$ cat src/rtl/cube_move_scheduler_if.sv
// Move request / dispatch signal bundle for cube_move_scheduler.
// master drives requests and busy; slave is the scheduler side.
interface cube_move_scheduler_if;
  logic       I_btn_req;
  logic [3:0] I_btn_mode;
  logic [1:0] I_btn_num;
  logic       I_bt_req;
  logic [3:0] I_bt_mode;
  logic [1:0] I_bt_num;
  logic       I_scramble;
  logic       I_cube_busy;
  logic       O_act;
  logic [3:0] O_mode;
  logic [1:0] O_num;
  logic       O_full;
  logic       O_drop;
  logic       O_scrambling;

  modport master (
    output I_btn_req, I_btn_mode, I_btn_num,
    output I_bt_req, I_bt_mode, I_bt_num,
    output I_scramble, I_cube_busy,
    input  O_act, O_mode, O_num, O_full, O_drop, O_scrambling
  );

  modport slave (
    input  I_btn_req, I_btn_mode, I_btn_num,
    input  I_bt_req, I_bt_mode, I_bt_num,
    input  I_scramble, I_cube_busy,
    output O_act, O_mode, O_num, O_full, O_drop, O_scrambling
  );
endinterface

$ cat src/rtl/cube_move_scheduler.sv
// Buffers button/bluetooth cube moves in a FIFO and dispatches them with a
// minimum spacing; can also generate an LFSR-driven scramble sequence.
module cube_move_scheduler #(
  parameter int unsigned DEPTH   = 8,
  parameter int unsigned GAP     = 1000,
  parameter int unsigned SCR_LEN = 20
) (
  input  logic                 clk,
  input  logic                 I_rst,
  cube_move_scheduler_if.slave bus
);
  localparam int unsigned AW = (DEPTH > 1) ? $clog2(DEPTH) : 1;
  localparam int unsigned CW = $clog2(DEPTH + 1);
  localparam int unsigned GW = (GAP > 1) ? $clog2(GAP) : 1;
  localparam int unsigned MW = 8;

  typedef struct packed {
    logic [2:0] mode;
    logic [1:0] num;
  } move_t;

  typedef enum logic [1:0] {S_IDLE, S_ISSUE, S_WAIT} state_t;

  state_t        state_q, state_d;
  move_t         mem [DEPTH];
  logic [AW-1:0] wr_ptr_q, rd_ptr_q;
  logic [CW-1:0] count_q, count_d;
  logic          full_q;
  logic [GW-1:0] gap_q;
  logic [MW-1:0] mv_cnt_q;
  logic          scr_q;
  logic          src_scr_q;
  logic [15:0]   lfsr_q;
  logic          act_q;
  logic          drop_q;
  move_t         cur_q;

  logic  wr_en, pop, drop_n, scr_go, issue_go, lfsr_fb;
  move_t wr_data, scr_move;

  assign lfsr_fb = lfsr_q[15] ^ lfsr_q[13] ^ lfsr_q[12] ^ lfsr_q[10];

  // Request arbitration: button beats bluetooth, one write per cycle.
  always_comb begin
    wr_en   = 1'b0;
    wr_data = '0;
    drop_n  = 1'b0;
    scr_go  = 1'b0;
    pop     = (state_q == S_ISSUE) && !src_scr_q;
    if (bus.I_btn_req) begin
      if (bus.I_btn_mode[3] || scr_q || (full_q && !pop)) begin
        drop_n = 1'b1;
      end else begin
        wr_en   = 1'b1;
        wr_data = '{mode: bus.I_btn_mode[2:0], num: bus.I_btn_num};
      end
      if (bus.I_bt_req) drop_n = 1'b1;
    end else if (bus.I_bt_req) begin
      if (bus.I_bt_mode[3] || scr_q || (full_q && !pop)) begin
        drop_n = 1'b1;
      end else begin
        wr_en   = 1'b1;
        wr_data = '{mode: bus.I_bt_mode[2:0], num: bus.I_bt_num};
      end
    end
    if (bus.I_scramble) begin
      if (count_q == '0 && !scr_q) scr_go = 1'b1;
      else                         drop_n = 1'b1;
    end
    count_d = count_q + CW'(wr_en) - CW'(pop);
  end

  // Scramble move: never repeat the previously issued face.
  always_comb begin
    scr_move.mode = lfsr_q[2:0];
    if (lfsr_q[2:0] == cur_q.mode) scr_move.mode = lfsr_q[2:0] + 3'd1;
    scr_move.num = (lfsr_q[4:3] == 2'd0) ? 2'd1 : lfsr_q[4:3];
  end

  // Dispatch FSM next state.
  always_comb begin
    state_d  = state_q;
    issue_go = 1'b0;
    case (state_q)
      S_IDLE: begin
        if (count_q != '0 || scr_q) begin
          state_d  = S_ISSUE;
          issue_go = 1'b1;
        end
      end
      S_ISSUE: state_d = S_WAIT;
      S_WAIT:  if (gap_q == '0 && !bus.I_cube_busy) state_d = S_IDLE;
      default: state_d = S_IDLE;
    endcase
  end

  always_ff @(posedge clk) begin
    if (wr_en) mem[wr_ptr_q] <= wr_data;
  end

  always_ff @(posedge clk) begin
    if (I_rst) begin
      state_q   <= S_IDLE;
      wr_ptr_q  <= '0;
      rd_ptr_q  <= '0;
      count_q   <= '0;
      full_q    <= 1'b0;
      gap_q     <= '0;
      mv_cnt_q  <= '0;
      scr_q     <= 1'b0;
      src_scr_q <= 1'b0;
      lfsr_q    <= 16'hACE1;
      act_q     <= 1'b0;
      drop_q    <= 1'b0;
      cur_q     <= '0;
    end else begin
      state_q <= state_d;
      lfsr_q  <= {lfsr_q[14:0], lfsr_fb};
      act_q   <= issue_go;
      drop_q  <= drop_n;
      count_q <= count_d;
      full_q  <= (count_d == CW'(DEPTH));
      if (wr_en) wr_ptr_q <= wr_ptr_q + AW'(1);
      if (pop)   rd_ptr_q <= rd_ptr_q + AW'(1);
      if (issue_go) begin
        src_scr_q <= scr_q;
        cur_q     <= scr_q ? scr_move : mem[rd_ptr_q];
      end
      if (state_q == S_ISSUE)                    gap_q <= GW'(GAP - 1);
      else if (state_q == S_WAIT && gap_q != '0) gap_q <= gap_q - GW'(1);
      // The scramble flag drops right after the ISSUE of the final move.
      if (scr_go) begin
        scr_q    <= 1'b1;
        mv_cnt_q <= MW'(SCR_LEN);
      end else if (state_q == S_ISSUE && src_scr_q) begin
        mv_cnt_q <= mv_cnt_q - MW'(1);
        if (mv_cnt_q == MW'(1)) scr_q <= 1'b0;
      end
    end
  end

  // A strobe never escapes in a cycle where reset is held.
  assign bus.O_act        = act_q & ~I_rst;
  assign bus.O_mode       = {1'b0, cur_q.mode};
  assign bus.O_num        = cur_q.num;
  assign bus.O_full       = full_q;
  assign bus.O_drop       = drop_q;
  assign bus.O_scrambling = scr_q;
endmodule

$ cat src/flat_wrapper.sv
// flat-port wrapper written by rule: the top's interface ports become plain ports
module cube_move_scheduler_flat 
#(
  parameter int unsigned DEPTH   = 8,
  parameter int unsigned GAP     = 1000,
  parameter int unsigned SCR_LEN = 20
)
  (clk, I_rst, bus_I_btn_req, bus_I_btn_mode, bus_I_btn_num, bus_I_bt_req, bus_I_bt_mode, bus_I_bt_num, bus_I_scramble, bus_I_cube_busy, bus_O_act, bus_O_mode, bus_O_num, bus_O_full, bus_O_drop, bus_O_scrambling);
  cube_move_scheduler_if bus_i ();
  input  logic clk;
  input  logic I_rst;
  input wire logic [$bits(bus_i.I_btn_req)-1:0] bus_I_btn_req;
  input wire logic [$bits(bus_i.I_btn_mode)-1:0] bus_I_btn_mode;
  input wire logic [$bits(bus_i.I_btn_num)-1:0] bus_I_btn_num;
  input wire logic [$bits(bus_i.I_bt_req)-1:0] bus_I_bt_req;
  input wire logic [$bits(bus_i.I_bt_mode)-1:0] bus_I_bt_mode;
  input wire logic [$bits(bus_i.I_bt_num)-1:0] bus_I_bt_num;
  input wire logic [$bits(bus_i.I_scramble)-1:0] bus_I_scramble;
  input wire logic [$bits(bus_i.I_cube_busy)-1:0] bus_I_cube_busy;
  output wire logic [$bits(bus_i.O_act)-1:0] bus_O_act;
  output wire logic [$bits(bus_i.O_mode)-1:0] bus_O_mode;
  output wire logic [$bits(bus_i.O_num)-1:0] bus_O_num;
  output wire logic [$bits(bus_i.O_full)-1:0] bus_O_full;
  output wire logic [$bits(bus_i.O_drop)-1:0] bus_O_drop;
  output wire logic [$bits(bus_i.O_scrambling)-1:0] bus_O_scrambling;
  assign bus_i.I_btn_req = bus_I_btn_req;
  assign bus_i.I_btn_mode = bus_I_btn_mode;
  assign bus_i.I_btn_num = bus_I_btn_num;
  assign bus_i.I_bt_req = bus_I_bt_req;
  assign bus_i.I_bt_mode = bus_I_bt_mode;
  assign bus_i.I_bt_num = bus_I_bt_num;
  assign bus_i.I_scramble = bus_I_scramble;
  assign bus_i.I_cube_busy = bus_I_cube_busy;
  assign bus_O_act = bus_i.O_act;
  assign bus_O_mode = bus_i.O_mode;
  assign bus_O_num = bus_i.O_num;
  assign bus_O_full = bus_i.O_full;
  assign bus_O_drop = bus_i.O_drop;
  assign bus_O_scrambling = bus_i.O_scrambling;
  cube_move_scheduler #(.DEPTH(DEPTH), .GAP(GAP), .SCR_LEN(SCR_LEN)) u_core (.clk(clk), .I_rst(I_rst), .bus(bus_i));
endmodule
$ cat config.mk
export PLATFORM = sky130hd
export DESIGN_NAME = cube_move_scheduler_flat
export DESIGN_NICKNAME = d
export VERILOG_FILES = /design/src/rtl/cube_move_scheduler_if.sv /design/src/rtl/cube_move_scheduler.sv /design/src/flat_wrapper.sv
export SDC_FILE = /design/constraint.sdc
export NUM_CORES = 1
export LEC_CHECK = 0
export ABC_AREA = 1
export BUFFER_PORTS_ARGS = -buffer_cell sky130_fd_sc_hd__buf_4
export CAP_MARGIN = 20
export CORE_ASPECT_RATIO = 0.6
export CORE_UTILIZATION = 54
export DETAILED_ROUTE_END_ITERATION = 12
export GPL_TIMING_DRIVEN = 0
export PLACE_DENSITY = 0.75
export SLEW_MARGIN = 5
export SYNTH_ARGS = -nofsm -noshare
export SYNTH_HDL_FRONTEND = slang
export SYNTH_SLANG_ARGS = --single-unit
$ cat constraint.sdc
create_clock -name clk -period 2.1 [get_ports clk]
set_input_delay 0.42 -clock clk [delete_from_list [all_inputs] [get_ports clk]]
set_output_delay 0.42 -clock clk [all_outputs]
set_load 0.01 [all_outputs]
---- Yosys cells after proc, flatten, opt, wreduce, memory -nomap -nowiden ----
Memory sizes are Yosys's and may differ from the RTL's. A register that Yosys moved wholly into a read port is not among the register bits.
Cells that the tools add are included.
word-level totals
  flip-flop bits (word level) ............. 56
  RAM bits ................................ 40
  input bits .............................. 18
  logic and storage cells ................. 100
  memories ................................ 1
operators by class
  $add $sub $neg .......................... 7
  equality and inequality tests ........... 7
  mux-type cells .......................... 36
  bitwise operators ....................... 5
  reductions and logical operators ........ 28
memories
  name        depth  width  read ports  clocked after memory_dff  wr ports  line                       text
  u_core.mem  8      5      1           1                         1         cube_move_scheduler.sv:25  move_t mem [DEPTH];
operators with widths
  operator                                             count
  two-way mux 5 bit                                    7
  two-way mux 1 bit                                    20
  two-way mux 10 bit                                   2
  zero test 10 bit                                     1
  nonzero test 10 bit                                  1
  subtractor 10 x 1 -> 10 bit, second input constant   1
  adder 3 x 1 -> 3 bit, second input constant          3
  two-way mux 3 bit                                    3
  equality test 8 x 1 -> 1 bit, second input constant  1
  subtractor 8 x 1 -> 8 bit, second input constant     1
  logical AND 1 bit                                    6
  two-way mux 2 bit                                    3
  case mux 2 bit (3 select lines)                      1
  nonzero test 2 bit                                   3
  logical OR 1 bit                                     5
  adder 4 x 1 -> 4 bit                                 1
  equality test 4 bit, second input constant           1
  zero test 1 bit                                      4
  zero test 2 bit                                      2
  zero test 4 bit                                      1
  != test 2 x 1 -> 1 bit, second input constant        2
  AND reduction 2 bit                                  2
  nonzero test 4 bit                                   1
  OR reduction 2 bit                                   2
  other kinds (7)                                      9

---- Logic depth before layout (Yosys ltp) ----
  word-level depth ........................ 11
  gate-level depth with buffers ........... 14
  depth with buffers taken out ............ 14

---- Least setup slack after synthesis ----
No wires, ideal clock.
  path type ............................... register -> register
  start ................................... reg u_core.scr_q, in the netlist u_core.bus.O_scrambling
  end ..................................... reg u_core.full_q, in the netlist u_core.bus.O_full
  arrival time ............................ 1.911 ns
  data required time ...................... 2.036 ns
  slack ................................... 0.125 ns
  stages on the path, launching flop included .. 13
  clock period less this slack ............ 1.975 ns
  path through ............................ dfxtp_1 -> buf_4 -> nor2_1 -> nand3_4 -> nand2_4 -> nand2_4 -> inv_1 -> ha_1 -> inv_1 -> fa_1 -> xor2_1 -> nand3_1 -> nor2_1
on the way
  longest elaborated chain between the ends .. 8
RTL lines
  item                            line                        text
  from (decl)                     cube_move_scheduler.sv:31   logic scr_q;
  from (signal assigned)          cube_move_scheduler.sv:110  scr_q <= 1'b0;
  from (signal assigned)          cube_move_scheduler.sv:133  scr_q <= 1'b1;
  from (signal assigned)          cube_move_scheduler.sv:137  if (mv_cnt_q == MW'(1)) scr_q <= 1'b0;
  logical OR 1 bit (2 in series)  cube_move_scheduler.sv:59   if (bus.I_bt_mode[3] || scr_q || (full_q && !pop)) begin
  two-way mux 1 bit               cube_move_scheduler.sv:59
  two-way mux 1 bit               cube_move_scheduler.sv:58   end else if (bus.I_bt_req) begin
  two-way mux 1 bit *             cube_move_scheduler.sv:50   if (bus.I_btn_req) begin
  adder 4 x 1 -> 4 bit *          cube_move_scheduler.sv:70   count_d = count_q + CW'(wr_en) - CW'(pop);
  subtractor 4 x 1 -> 4 bit *     cube_move_scheduler.sv:70
  equality test 4 bit *           cube_move_scheduler.sv:122  full_q <= (count_d == CW'(DEPTH));
  to (signal assigned)            cube_move_scheduler.sv:122
  to (decl)                       cube_move_scheduler.sv:28   logic full_q;
Mark *: on every way between the ends. The rest lies on a longest branch, timed or not.
A chain may end at the register's enable or synchronous reset.

---- Worst setup path in the final report ----
  start ................................... reg u_core.state_q[0]
  end ..................................... reg u_core.count_q[2]
on the way
  longest elaborated chain between the ends .. 10
RTL lines
  item                            line                                                  text
  from (decl)                     cube_move_scheduler.sv:24                             state_t state_q, state_d;
  from (signal assigned)          cube_move_scheduler.sv:117                            state_q <= state_d;
  equality test 2 x 1 -> 1 bit *  cube_move_scheduler.sv:49                             pop = (state_q == S_ISSUE) && !src_scr_q;
  logical AND 1 bit *             cube_move_scheduler.sv:49
  via u_core.pop                  cube_move_scheduler.sv:38                             logic wr_en, pop, drop_n, scr_go, issue_go, lfsr_fb;
  zero test 1 bit                 cube_move_scheduler.sv:51, cube_move_scheduler.sv:59
  logical AND 1 bit               cube_move_scheduler.sv:51, cube_move_scheduler.sv:59
  logical OR 1 bit                cube_move_scheduler.sv:59
  two-way mux 1 bit               cube_move_scheduler.sv:59
  two-way mux 1 bit               cube_move_scheduler.sv:58
  two-way mux 1 bit               cube_move_scheduler.sv:50
  adder 4 x 1 -> 4 bit            cube_move_scheduler.sv:70
  subtractor 4 x 1 -> 4 bit *     cube_move_scheduler.sv:70
  to (signal assigned)            cube_move_scheduler.sv:121                            count_q <= count_d;
  to (decl)                       cube_move_scheduler.sv:27                             logic [CW-1:0] count_q, count_d;
Mark *: on every way through the listed nets, which the timed path passes. The rest lies on a longest branch.

==> results.yml <==
detailed_routing:
  routedWlPerCell_um: 14.2
  ant_nets: 0
  wirelength_um: 10100
  firstDrtPassIters: 5
  drc: 0
  first_iter_violations: 360
  viasPerCell: 5.30
  vias: 3745
clock_network:
  cts_tree: "built"
  clockBufferDepth: 2
  clock_sinks: 99
  clock_latency_ps: 360
  numCtsBuffers: 9
  htree_levels: 3
  root_buffer: "clkbuf_16"
  path_clk_slew_ps: 70
worst_hold_path:
  hp-class: "input port to register"
  whs_path_depth: 5
  min-delay-start: "bus_I_cube_busy"
  min_to: "u_core.state_q[1]"
sta:
  setup_violations: 0
  worst_pin_slew_ps: 895
  timing.hold.ws_ps: 341
  period_share_pct: 96.2
  max-slew-margin-rel_pct: 39.7
  min_period_ps: 2020
  tns_ps: 0
  skew_ps: 12.4
  finalHoldViolations: 0
  slew_viol_final: 0
  max_clock_freq_mhz: 495
yosys:
  synth.distinct_cells: 34
  yosysSeqAreaShare_pct: 52.4
  synth_nets: 579
  yosys_warnings: 0
  syn_area_sq_um: 4540
  synth_seq_cells: 99
  syn_area_per_cell_sq_um: 8.28
  postSynthCellCount: 549
placed_design:
  place_area_sq_um: 4870
  place_congestion: 0.927
  place_hpwl_um: 7270
  portBuffers: 25
cells_and_area:
  mostFrequentLayoutCell: "nand2_1"
  fillers: 671
  mostFrequentLayoutCells: "113 x nand2_1, 87 x inv_1, 65 x nand3_1"
  antennaDiodeCount: 0
  area_growth_pct: 15.7
  postLayoutCellArea_sq_um: 5260
  drive_above_1_share_pct: 14.5
  layout.nets: 623
setup_path:
  cpPeakStageDelay_ps: 340
  cp_slowest_cell: "dfxtp_2"
  cp-start-kind: "register"
  startpoint: "u_core.state_q[0]"
  cp.required_ps: 2330
  crit_path_cell_trace: "inv_2 > nor2_4 > nand2_4 > inv_2 > ha_1 > inv_1 > ha_4 > inv_1 > fa_2 > xor2_1 > buf_4 > nor2_1"
  crit_fanout: 4
  worstSetupPathType: "register to register"
  r2r-end: "u_core.count_q[2]"
  rrSetupSlack_ps: 80
  setup.worst_path.end_class: "register"
  rr_startpoint: "u_core.state_q[0]"
  critical_path_arrival_ps: 2250
  r2r_cells: 12
global_route:
  grt_max_degree: 20
  grt_pass1_vias: 3479
  gr-total-overflow: 0
  grt_pass1_wl_um: 16400
  antenna_found_initial: 1
  grt_use_total_pct: 24.5
power_and_ir_drop:
  power_density_nw_per_um2: 1340
  p_leak_nw: 2.40
  ir_worst_vdd_mv: 0.771
die:
  start_util_pct: 56.7
  std_cell_rows: 25
  core_area_sq_um: 8010
  ios: 28
  die_w_um: 120
  die-area_sq_um: 8800
  die_h_um: 73.1
flow_run:
  cap_violations: 0
run_status:
  status: "complete, no violations"
## area by class of cell
type                            instances  area [sq um]  share of cell area [%]
Sequential cell                        99          2380                    45.4
Buffer                                 12          52.6                    1.00
Timing Repair Buffer                   33           243                    4.62
Tap cell                              108           135                    2.57
Inverter                               91           342                    6.50
Clock buffer                            9           225                    4.28
Clock inverter                          7          70.1                    1.33
Multi-Input combinational cell        347          1800                    34.3
## per-stage QoR
step	utilization, %	setup slack, ps	total power [W]	cells
floorplan	-	125	0.00453	549
global placement	60.8	-84.5	0.00511	682
detailed placement	60.8	-103	0.00523	683
CTS	65.0	1.68	0.00689	703
global route	65.6	-3.57	0.00752	706
finish	65.6	79.8	0.00704	706
## state kept, by name, summed over array words and instances (netlist names), 3 cells and up, named ones only
register,cells
u_core.wr_ptr_q,3
u_core.bus.O_mode,3
u_core.mem,40
u_core.lfsr_q,16
u_core.mv_cnt_q,8
u_core.rd_ptr_q,3
u_core.gap_q,10
u_core.count_q,4
## worst max-delay path, delay by kind of cell, from the launching register on
family	cells	cell delay, ps
adders and majority gates	3	700
buffers and inverters	5	420
DFF	1	340
and+or+nand+nor	3	230
xor gates and xnor gates	1	190
## synthesized netlist by cell type, drive strengths merged
master	instances	area share, %
a211oi	1	0.17
a21boi	2	0.33
a21oi	17	2.0
a31oi	3	0.41
and3	1	0.14
buf	3	0.41
clkbuf	9	0.74
clkinv	1	0.083
conb	1	0.083
dfxtp	59	26
edfxtp	40	26
fa	1	0.44
ha	11	3.0
inv	90	7.4
nand2	120	11
nand3	66	7.5
nand3b	1	0.17
nand4	10	1.4
nor2	68	6.3
nor3	5	0.55
o211ai	2	0.33
o21ai	19	2.1
or2	10	1.4
xnor2	3	0.58
xor2	6	1.2
## layer usage
layer | track usage, % | vias to the layer above | wire, um
li1 | - | 1844 | -
met1 | 32.7 | 1764 | 4620
met2 | 39.3 | 125 | 4640
met3 | 6.72 | 12 | 664
met4 | 7.27 | 0 | 135
met5 | 0 | - | 0
## power breakdown
group | total, W | switching, W | internal, W
clock | 0.00162 | 0.000784 | 0.000837
sequential | 0.00259 | 0.000227 | 0.00237
combinational | 0.00283 | 0.00179 | 0.00103
## timing repair
| item | CTS | global route |
|---|---|---|
| gates resized for setup | 3 | 8 |
| pin swaps | 3 | 5 |
| setup buffers | 4 | 2 |
| hold buffers | 0 | 0 |
| endpoints found under the setup margin | 18 | 10 |
## worst max-delay path by stage
stage,depth (start not counted),end
finish,12,u_core.count_q[2]
detailed placement,14,u_core.bus.O_full
global placement,14,u_core.bus.O_full
global route,11,u_core.bus.O_full
floorplan,12,u_core.bus.O_full
CTS,14,u_core.bus.O_full
## cells by family (layout without fill, tap and decap cells)
kind of cell / Yosys count / in the layout / synth area share [%]
AOI/OAI and AO/OA: 44 / 44 / 5.29
xor gates and xnor gates: 9 / 9 / 1.73
adders and majority gates: 12 / 12 / 3.47
buffers and inverters: 103 / 152 / 8.67
DFF: 99 / 99 / 52.4
other: 1 / 1 / 0.0825
and+or+nand+nor: 281 / 281 / 28.3
Power figures use the tool's default switching activity.
